`src/rtl/pa_ifu_tag_array_ctrl_pkg.sv`:
```
// ----------------------------------------------------------------------------
// pa_ifu_tag_array_ctrl_pkg
// Shared IFU tag-array definitions: controller state encodings, the tag-array
// geometry and a small state-classification helper.
// ----------------------------------------------------------------------------
package pa_ifu_tag_array_ctrl_pkg;

   localparam int unsigned TAG_ENTRY_NUM = 256;
   localparam int unsigned TAG_IDX_W     = 8;
   localparam int unsigned TAG_DATA_W    = 41;

   typedef enum logic [1:0] {
      ST_RST_INV = 2'd0,
      ST_IDLE    = 2'd1,
      ST_INV     = 2'd2
   } tag_state_e;

   // True in either of the invalidate-sweep states.
   function automatic logic is_sweep(input tag_state_e st);
      return (st == ST_RST_INV) || (st == ST_INV);
   endfunction

endpackage

```
`src/rtl/pa_ifu_tag_array_ctrl_spsram.sv`:
```
// ----------------------------------------------------------------------------
// pa_spsram_256x41
// Pin driver for the 256x41 single-port tag SRAM. It turns one abstract access
// request (enable, write, address, data, bit mask) into the macro's
// active-low strobes. When no access is requested, every strobe is inactive.
//
// Ports
//   i_req_en     access requested this cycle
//   i_req_wr     access is a write (otherwise a read)
//   i_req_addr   entry index
//   i_req_data   write data
//   i_req_wmask  per-bit write mask, 1 = write the bit
//   o_sram_a     SRAM address
//   o_sram_cen   chip enable, active low
//   o_sram_gwen  global write enable, active low
//   o_sram_wen   per-bit write enable, active low
//   o_sram_d     SRAM write data
// ----------------------------------------------------------------------------
module pa_spsram_256x41
   import pa_ifu_tag_array_ctrl_pkg::*;
#(
   parameter int unsigned ADDR_WIDTH = TAG_IDX_W,
   parameter int unsigned DATA_WIDTH = TAG_DATA_W
) (
   input  logic                  i_req_en,
   input  logic                  i_req_wr,
   input  logic [ADDR_WIDTH-1:0] i_req_addr,
   input  logic [DATA_WIDTH-1:0] i_req_data,
   input  logic [DATA_WIDTH-1:0] i_req_wmask,
   output logic [ADDR_WIDTH-1:0] o_sram_a,
   output logic                  o_sram_cen,
   output logic                  o_sram_gwen,
   output logic [DATA_WIDTH-1:0] o_sram_wen,
   output logic [DATA_WIDTH-1:0] o_sram_d
);

   logic w_wr;

   assign w_wr        = i_req_en & i_req_wr;
   assign o_sram_cen  = ~i_req_en;
   assign o_sram_gwen = ~w_wr;
   // Bit enables are only meaningful on a write; reads keep them all inactive.
   assign o_sram_wen  = w_wr ? ~i_req_wmask : '1;
   assign o_sram_a    = i_req_addr;
   assign o_sram_d    = i_req_data;

endmodule

```
`src/rtl/pa_ifu_tag_array_ctrl.sv`:
```
// ----------------------------------------------------------------------------
// pa_ifu_tag_array_ctrl
// IFU tag-array controller. Arbitrates refill writes (priority) and lookup
// reads onto one single-port SRAM and runs a 256-entry invalidate sweep on
// request, or automatically out of reset.
//
// Build option
//   PA_IFU_TAG_RST_INV_EN  defined: reset enters RST_INV and sweeps the array
//                          undefined: reset enters IDLE; sweeps only on inv_req
//
// Ports
//   cpuclk, cpurst        clock, synchronous active-high reset
//   inv_req / inv_done    invalidate-all request pulse / completion pulse
//   refill_vld/rdy        refill write handshake; refill_idx/data/wmask payload
//   lkup_vld/rdy          lookup read handshake; lkup_idx index
//   lkup_rslt_vld/data    read result, one cycle after an accepted lookup
//   sram_a/cen/gwen/wen/d SRAM request pins (strobes active low)
//   sram_q                SRAM read data, valid the cycle after a read
// ----------------------------------------------------------------------------
module pa_ifu_tag_array_ctrl
   import pa_ifu_tag_array_ctrl_pkg::*;
#(
   parameter int unsigned ADDR_WIDTH = TAG_IDX_W,
   parameter int unsigned DATA_WIDTH = TAG_DATA_W
) (
   input  logic                  cpuclk,
   input  logic                  cpurst,
   input  logic                  inv_req,
   output logic                  inv_done,
   input  logic                  refill_vld,
   input  logic [ADDR_WIDTH-1:0] refill_idx,
   input  logic [DATA_WIDTH-1:0] refill_data,
   input  logic [DATA_WIDTH-1:0] refill_wmask,
   output logic                  refill_rdy,
   input  logic                  lkup_vld,
   input  logic [ADDR_WIDTH-1:0] lkup_idx,
   output logic                  lkup_rdy,
   output logic                  lkup_rslt_vld,
   output logic [DATA_WIDTH-1:0] lkup_rslt_data,
   output logic [ADDR_WIDTH-1:0] sram_a,
   output logic                  sram_cen,
   output logic                  sram_gwen,
   output logic [DATA_WIDTH-1:0] sram_wen,
   output logic [DATA_WIDTH-1:0] sram_d,
   input  logic [DATA_WIDTH-1:0] sram_q
);

`ifdef PA_IFU_TAG_RST_INV_EN
   localparam tag_state_e RST_STATE = ST_RST_INV;
`else
   localparam tag_state_e RST_STATE = ST_IDLE;
`endif

   localparam logic [ADDR_WIDTH-1:0] CNT_LAST = ADDR_WIDTH'(TAG_ENTRY_NUM - 1);

   tag_state_e            r_state;
   tag_state_e            w_state_nxt;
   logic [ADDR_WIDTH-1:0] r_inv_cnt;
   logic                  r_rslt_vld;
   logic                  r_inv_done;

   logic                  w_req_en;
   logic                  w_req_wr;
   logic [ADDR_WIDTH-1:0] w_req_addr;
   logic [DATA_WIDTH-1:0] w_req_data;
   logic [DATA_WIDTH-1:0] w_req_wmask;
   logic                  w_sweep_last;

   assign w_sweep_last = is_sweep(r_state) && (r_inv_cnt == CNT_LAST);

   // State register.
   always_ff @(posedge cpuclk) begin
      if (cpurst) begin
         r_state <= RST_STATE;
      end else begin
         r_state <= w_state_nxt;
      end
   end

   // Next state: inv_req only matters in IDLE, so a sweep cannot restart.
   always_comb begin
      w_state_nxt = r_state;
      case (r_state)
         ST_IDLE: begin
            if (inv_req) w_state_nxt = ST_INV;
         end
         ST_RST_INV, ST_INV: begin
            if (w_sweep_last) w_state_nxt = ST_IDLE;
         end
         default: w_state_nxt = ST_IDLE;
      endcase
   end

   // Outputs: handshakes and the SRAM request; reset and inv_req block access.
   always_comb begin
      refill_rdy  = 1'b0;
      lkup_rdy    = 1'b0;
      w_req_en    = 1'b0;
      w_req_wr    = 1'b0;
      w_req_addr  = '0;
      w_req_data  = '0;
      w_req_wmask = '0;
      if (!cpurst) begin
         case (r_state)
            ST_IDLE: begin
               if (!inv_req) begin
                  refill_rdy = refill_vld;
                  lkup_rdy   = !refill_vld;
                  if (refill_vld) begin
                     w_req_en    = 1'b1;
                     w_req_wr    = 1'b1;
                     w_req_addr  = refill_idx;
                     w_req_data  = refill_data;
                     w_req_wmask = refill_wmask;
                  end else if (lkup_vld) begin
                     w_req_en   = 1'b1;
                     w_req_addr = lkup_idx;
                  end
               end
            end
            ST_RST_INV, ST_INV: begin
               w_req_en    = 1'b1;
               w_req_wr    = 1'b1;
               w_req_addr  = r_inv_cnt;
               w_req_wmask = '1;
            end
            default: ;
         endcase
      end
   end

   // Sweep counter wraps to zero exactly as the sweep leaves; pulses are one cycle.
   always_ff @(posedge cpuclk) begin
      if (cpurst) begin
         r_inv_cnt  <= '0;
         r_rslt_vld <= 1'b0;
         r_inv_done <= 1'b0;
      end else begin
         r_rslt_vld <= lkup_vld && lkup_rdy;
         r_inv_done <= w_sweep_last;
         r_inv_cnt  <= is_sweep(r_state) ? r_inv_cnt + ADDR_WIDTH'(1) : '0;
      end
   end

   // Pulses are masked while reset is held so an aborted operation never reports.
   assign lkup_rslt_vld  = r_rslt_vld && !cpurst;
   assign inv_done       = r_inv_done && !cpurst;
   assign lkup_rslt_data = sram_q;

   pa_spsram_256x41 #(
      .ADDR_WIDTH (ADDR_WIDTH),
      .DATA_WIDTH (DATA_WIDTH)
   ) u_spsram (
      .i_req_en    (w_req_en),
      .i_req_wr    (w_req_wr),
      .i_req_addr  (w_req_addr),
      .i_req_data  (w_req_data),
      .i_req_wmask (w_req_wmask),
      .o_sram_a    (sram_a),
      .o_sram_cen  (sram_cen),
      .o_sram_gwen (sram_gwen),
      .o_sram_wen  (sram_wen),
      .o_sram_d    (sram_d)
   );

endmodule
```
`config.mk`:
```
export PLATFORM = sky130hd
export DESIGN_NAME = pa_ifu_tag_array_ctrl
export DESIGN_NICKNAME = d
export VERILOG_FILES = /design/src/rtl/pa_ifu_tag_array_ctrl_pkg.sv /design/src/rtl/pa_ifu_tag_array_ctrl_spsram.sv /design/src/rtl/pa_ifu_tag_array_ctrl.sv
export SDC_FILE = /design/constraint.sdc
export NUM_CORES = 1
export LEC_CHECK = 0
export CORE_AREA = 5 5 107 109
export DETAILED_ROUTE_END_ITERATION = 10
export DIE_AREA = 0 0 112 114
export PLACE_DENSITY = 0.75
export SYNTH_ARGS = -nofsm -noshare
export SYNTH_HDL_FRONTEND = slang
export SYNTH_HIERARCHICAL = 1
export SYNTH_SLANG_ARGS = --single-unit
export TNS_END_PERCENT = 50
```
`constraint.sdc`:
```
create_clock -name cpuclk -period 1.8 [get_ports cpuclk]
set_input_delay 0.27 -clock cpuclk [delete_from_list [all_inputs] [get_ports cpuclk]]
set_output_delay 0.27 -clock cpuclk [all_outputs]
set_load 0.05 [all_outputs]
```
==> summary.md <==
| Metric | Value |
|---|---|
| Outcome | `finished with violations` |
| Failing checks | `negative setup slack` |
| Multi-input gate area | `approximately 0.0018 mm^2` |
| Reg2reg end | `r_inv_cnt[6]$_SDFF_PP0_` |
| FF-to-FF Start | `r_inv_cnt[0]$_SDFF_PP0_` |
| Root buf cell | `clkbuf_8` |
| Routed vias | `2821` |
| Vias in the first global route | `around 3000` |
| Port buffer count | `just under 200` |
| Final WL | `roughly 11000 um` |
| Part of the cycle the worst path needs | `1.17` |
| Switch Pwr | `~700 uW` |
| Layout cells sized above 1 | `0.485` |
| H-tree level count | `1` |
| GRT Util Overall | `0.158` |
| Post-route DRC | `0` |
| WL/cell | `roughly 19 um` |
| Most frequent cells after synthesis | `buf_4, nand3_1, and3_1, a21o_1, clkbuf_1` |
| Pint | `~1100 uW` |
| DP HPWL | `roughly 8000 um` |
| Synthesized instance count | `approximately 330` |
| Top cells by area in the synthesized netlist | `buf_4, a21o_1, and3_1, dfxtp_1, nand3_1` |
| Total grt overflow | `0` |
| Post-synth top flop | `dfxtp_1` |
| Largest net degree at the start of global routing | `42` |
| Hold_ws | `about 0.48 ns` |
| Clk slew on worst S/H paths | `approximately 0.050 ns` |
| Max-Cap Viols | `0` |
| Synth-to-Final Area Change | `141%` |
| Crit path capture type | `output port` |
| Maximum VDD drop | `between 0.00015 and 0.0002 V` |
| WP data arrival | `approximately 1.8 ns` |
| First-iteration detailed-routing DRC count | `83` |
| CTS sink count | `12` |
| Switching Share | `0.386` |
| Worst skew pair latency | `~0.24 ns` |
| Sequential standard cell area | `about 240 um^2` |
| First-pass DRT Iterations | `4` |
| EDFF count, synth | `0` |
| Synth area leader | `buf_4` |
| Final setup viols | `94` |
| Synth cell types | `34` |
| Part of the Yosys area used for sequential elements | `0.101` |
| RSZ-0062 raised after global routing | `true` |
| Hold endpoint | `r_inv_cnt[0]$_SDFF_PP0_` |
| R2r setup slk | `roughly 0.40 ns` |
| Reg2Reg Depth | `4` |
| Die Wd | `112 um` |
| Synth Register Bits | `12` |
| Worst slew margin relative to its limit | `0.786` |
| CTS tree | `built` |
| Hold Vio Cnt, Final | `0` |
| I/O Pins | `281` |
| Rows | `38` |
| CP Max Fanout | `9` |
| Synthesized cell area | `roughly 0.0024 mm^2` |
| Final Worst Setup Slack | `-0.312 ns` |
| Yosys top cell area share | `0.294` |
| Nets@finish | `roughly 600` |
| Worst hold stages | `1` |
| Part of the power in the clock network | `0.160` |
| Die outline area | `0.0128 mm^2` |
| Detail Route Antenna Nets | `0` |
| CP required | `~1.5 ns` |
| Worst Skew | `~0.0021 ns` |
| Critical path class | `reg -> out` |
| Min-Delay Startpoint | `r_inv_cnt[0]$_SDFF_PP0_` |
| Flop pwr share | `0.154` |
| Power per Cell Area | `~320 mW/mm^2` |
| Asr flop ratio synth | `0` |
| Final min period | `about 2.1 ns` |
| Max Slew Vio Count | `0` |
| Starting Density | `0.226` |
| Via/cell ratio | `~4.7` |
| Routability cong. | `~0.76` |
| Layout fillers | `841` |
| Avg Inst Size Synth | `approximately 7.2 um^2` |
| LEAKAGE | `approximately 0.0024 uW` |
| Comb pwr share | `0.686` |
| Max Clk Rate | `about 0.47 GHz` |
| Max Root-Sink Buffers | `2` |
| CP startpoint kind | `register` |
| Post-CTS Hold Fix Bufs | `0` |
| Initial antenna violation count | `0` |
| Yosys warns | `6` |
| First-pass GRT wire length | `between 15000 and 20000 um` |
| Die H | `~110 um` |
| Core Region | `around 0.011 mm^2` |
| Num CTS Buffers | `3` |
| Hold WC Path Type | `reg -> reg` |
| Total power | `between 1500 and 2000 uW` |
| Top-count cell post-synth | `buf_4` |
| Setup TNS | `-16.78 ns` |
| Slew @ Worst Pin | `about 0.32 ns` |
| Post-synthesis net count | `roughly 470` |
| N_diodes | `0` |
[how the worst max path moves through the flow]
| stage | depth (start not counted) | startpoint | end | slack, ns |
|---|---|---|---|---|
| final | 5 | r_state[1]$_SDFFE_PP0P_ | sram_a[3] | -0.31 |
| after global routing | 5 | r_state[1]$_SDFFE_PP0P_ | sram_a[2] | -0.37 |
| after CTS | 5 | r_state[1]$_SDFFE_PP0P_ | sram_a[3] | -0.32 |
| after detailed placement | 8 | inv_req | sram_wen[34] | -0.54 |
| after global placement | 8 | inv_req | sram_wen[38] | -0.50 |
| after floorplan | 8 | r_state[1]$_SDFFE_PP0P_ | sram_wen[10] | -0.11 |
[cell usage in the layout (no fill, tap or decap), types with 6 or more instances in the layout]
master and count:
clkdlybuf4s50_1 99, a221o_1 8, and2_1 8, dfxtp_1 10, nand3_4 40, nor2_1 9
buf_4 17, and3_1 33, buf_16 6, nand2_1 9, and3_4 8, buf_12 66
buf_6 23, buf_8 30, a21o_1 36, a21oi_2 6
[power groups by stage]
stage                     clock, uW  combinational [uW]  sequential [uW]
final                           291                1250              280
after detailed placement          0                1080              285
after global placement            0                1050              285
after global routing            314                1300              280
after floorplan                   0                 866              285
after CTS                       302                1230              280
[area by class of cell]
cell class | count | area share
Sequential cell | 12 | 0.0423
Multi-Input combinational cell | 193 | 0.320
Tap cell | 140 | 0.0305
Inverter | 2 | 0.00131
Timing Repair Buffer | 247 | 0.596
Clock buffer | 4 | 0.00959
[per-layer routing]
layer  routed length (um)  global-route usage
met4                  431              0.0593
met2                 6240               0.314
met5                    0                   0
met1                 3890               0.165
met3                  621              0.0281
[logic make-up after synthesis]
| kind of cell | synth area share |
|---|---|
| simple gates | 0.315 |
| buf+inv | 0.382 |
| compound gates | 0.176 |
| flops | 0.101 |
| xor+xnor | 0.0111 |
| mux | 0.00948 |
| fa+ha+maj | 0.00527 |
[registers in the layout, indices dropped and copies added (netlist names)]
| signal | flops |
|---|---|
| r_inv_done | 1 |
| r_inv_cnt | 8 |
| r_rslt_vld | 1 |
| r_state | 2 |
[repair_timing]
action                                  4_1_cts  5_1_grt
gates resized for setup                     102       24
endpoints found under the setup margin       94       94
pin swaps                                    44       39
buffers inserted                             10        4
gates cloned                                  7        3
[stage by stage]
| step | area, um^2 | worst slack, ns | std cells | utilization |
|---|---|---|---|---|
| floorplan | 2940 | -0.109 | 328 | - |
| global placement | 4920 | -0.498 | 574 | 0.468 |
| detailed placement | 4920 | -0.544 | 574 | 0.468 |
| CTS | 5640 | -0.322 | 595 | 0.536 |
| global route | 5740 | -0.371 | 598 | 0.546 |
| finish | 5740 | -0.312 | 598 | 0.546 |
[worst max-delay path: stages, from the launching register on]
cell and delay [ns]:
dfxtp_2 0.34, or4b_4 0.55, nor3b_4 0.20, buf_6 0.16, a221o_1 0.20, buf_12 0.15
Note: power is estimated with default switching activity, not from simulation.
==> RTL edit (config.mk and constraints unchanged) <==
Add a define of `PA_IFU_TAG_RST_INV_EN`.
--- a/src/rtl/pa_ifu_tag_array_ctrl.sv
+++ b/src/rtl/pa_ifu_tag_array_ctrl.sv
@@ -19,2 +19,4 @@
 // ----------------------------------------------------------------------------
+`define PA_IFU_TAG_RST_INV_EN
+
 module pa_ifu_tag_array_ctrl
Behaviour: not the same (a bounded check fails within 4 cycles, from zero or initial values and one cycle with cpurst high).
==> RTL edit against the unedited design <==
- the flow still finishes with violations (negative setup slack)
- routed wire length fell by 5.9%
- die area did not move
- total power fell by 20%
- sequential cell count did not move
- design area fell by 3.5%
- core utilization fell by 1.9 points
- via count fell by 1.1%
- worst setup slack got worse by 0.042 ns
- area after synthesis barely moved
- count of clock-buffer cells in the layout did not move
- highest routed layer unchanged
==> RTL edit: results (changes against the unedited design) <==
* WL final at 10500 um (-5.9%)
* Fill cells at 887 (+5.5%)
* Leakage at 2.38 nW (-1.5%)
* Synth top area cells: buf_4 29%, and3_1 11%, a21o_1 11%
* Final setup viols at 94 (unchanged)
* Setup TNS at -17.54 ns (-0.755 ns)
* DP HPWL at 8080 um (-0.40%)
* Status: complete, but fails checks
* CP arrival at 1.88 ns (+0.04 ns)
* Violated checks: negative setup slack
* Post-Synth XOR/XNOR Area at 1.11% (about the same)
* Overall Global Routing Usage at 15.2% (-0.65 points)
* Synth Area in Compound Gates at 17.4% (-0.22 points)
* Clk_skew at 0.00191 ns (-0.000161 ns)
* Vias in the first global route at 2869 (-3.1%)
* Layout net count at 610 (+0.99%)
* Worst slew margin at 78.9% (+0.26 points)
* Synthesized net count at 476 (+0.63%)
* Peak VDD IR at 0.306 mV (+61%)
* Mux cell area share after synthesis at 0.947% (about the same)
* Layout cell share with drive strength beyond 1 at 45.7% (-2.8 points)
* Area share of fa/ha/maj cells after synthesis at 0.526% (about the same)
* Synth top cells by count: 91 x buf_4, 42 x nand3_1, 41 x and3_1, 34 x a21o_1, 15 x clkbuf_1
* Post-synthesis sequential area ratio at 10.1% (about the same)
* Setup ws final at -0.354 ns (-0.0415 ns)
* First-pass GRT wire length at 15800 um (-3.6%)
## RTL edit: changes by cell type in the layout (fill, tap and decap cells not counted), sizes merged, moves of 2 or more
cell,before,now
clkdlybuf4s15,2,0
a21o,36,34
nand2,10,12
buf,142,146
dlygate4sd2,1,3
a21oi,9,11
## RTL edit: worst paths after layout
path	endpoint	slack, ns	start	depth (start not counted)
setup / recovery	sram_a[7]	-0.35	r_state[1]	5
hold / removal	r_inv_cnt[0]	0.48	r_inv_cnt[0]	1
setup reg to reg	r_inv_cnt[6]	0.39	r_inv_cnt[0]	4
hold reg to reg	r_inv_cnt[0]	0.48	r_inv_cnt[0]	1
## RTL edit: metrics by stage
stage	setup slack [ns]	cell area (um^2)	total power [mW]	cells	utilization, %
floorplan	-0.113	2950	0.955	331	-
global placement	-0.494	5000	1.07	585	47.6
detailed placement	-0.537	5000	1.08	585	47.6
CTS	-0.383	5450	1.46	600	51.9
global route	-0.431	5540	1.52	604	52.7
finish	-0.354	5540	1.45	604	52.7
## RTL edit: final cells by class
class	instances	area, um^2	area share, %
clock buffers	4	55.1	0.994
flip-flops and latches	12	243	4.38
well taps	140	175	3.16
repair buffers	250	3280	59.2
inverters	2	7.51	0.136
multi-input cells	196	1780	32.1
## RTL edit: logic make-up after synthesis
| kind of cell | after synthesis |
|---|---|
| buffers and inverters | 123 |
| adder cells (fa/ha/maj) | 1 |
| multiplexers | 2 |
| AO/OA/AOI/OAI | 57 |
| XOR/XNOR | 3 |
| flip-flops | 12 |
| AND/OR/NAND/NOR | 133 |
## RTL edit: power breakdown
| group | switching, mW | internal [mW] |
|---|---|---|
| sequential | 0.00663 | 0.272 |
| clock | 0.108 | 0.194 |
| combinational | 0.412 | 0.460 |
| total | 0.527 | 0.926 |
## RTL edit: timing repair
action / CTS / global route
endpoints found under the setup margin: 94 / 94
resized for setup: 62 / 4
pin swaps: 27 / 11
setup buffers: 6 / 1
gates cloned: 5 / 3
## RTL edit: layer usage
metal | up-vias | wire length (um) | track usage (%)
met3 | 33 | 595 | 2.39
met2 | 115 | 5760 | 28.9
met1 | 1313 | 3950 | 17.7
li1 | 1329 | - | -
met4 | 0 | 213 | 4.09
met5 | - | 0 | 0
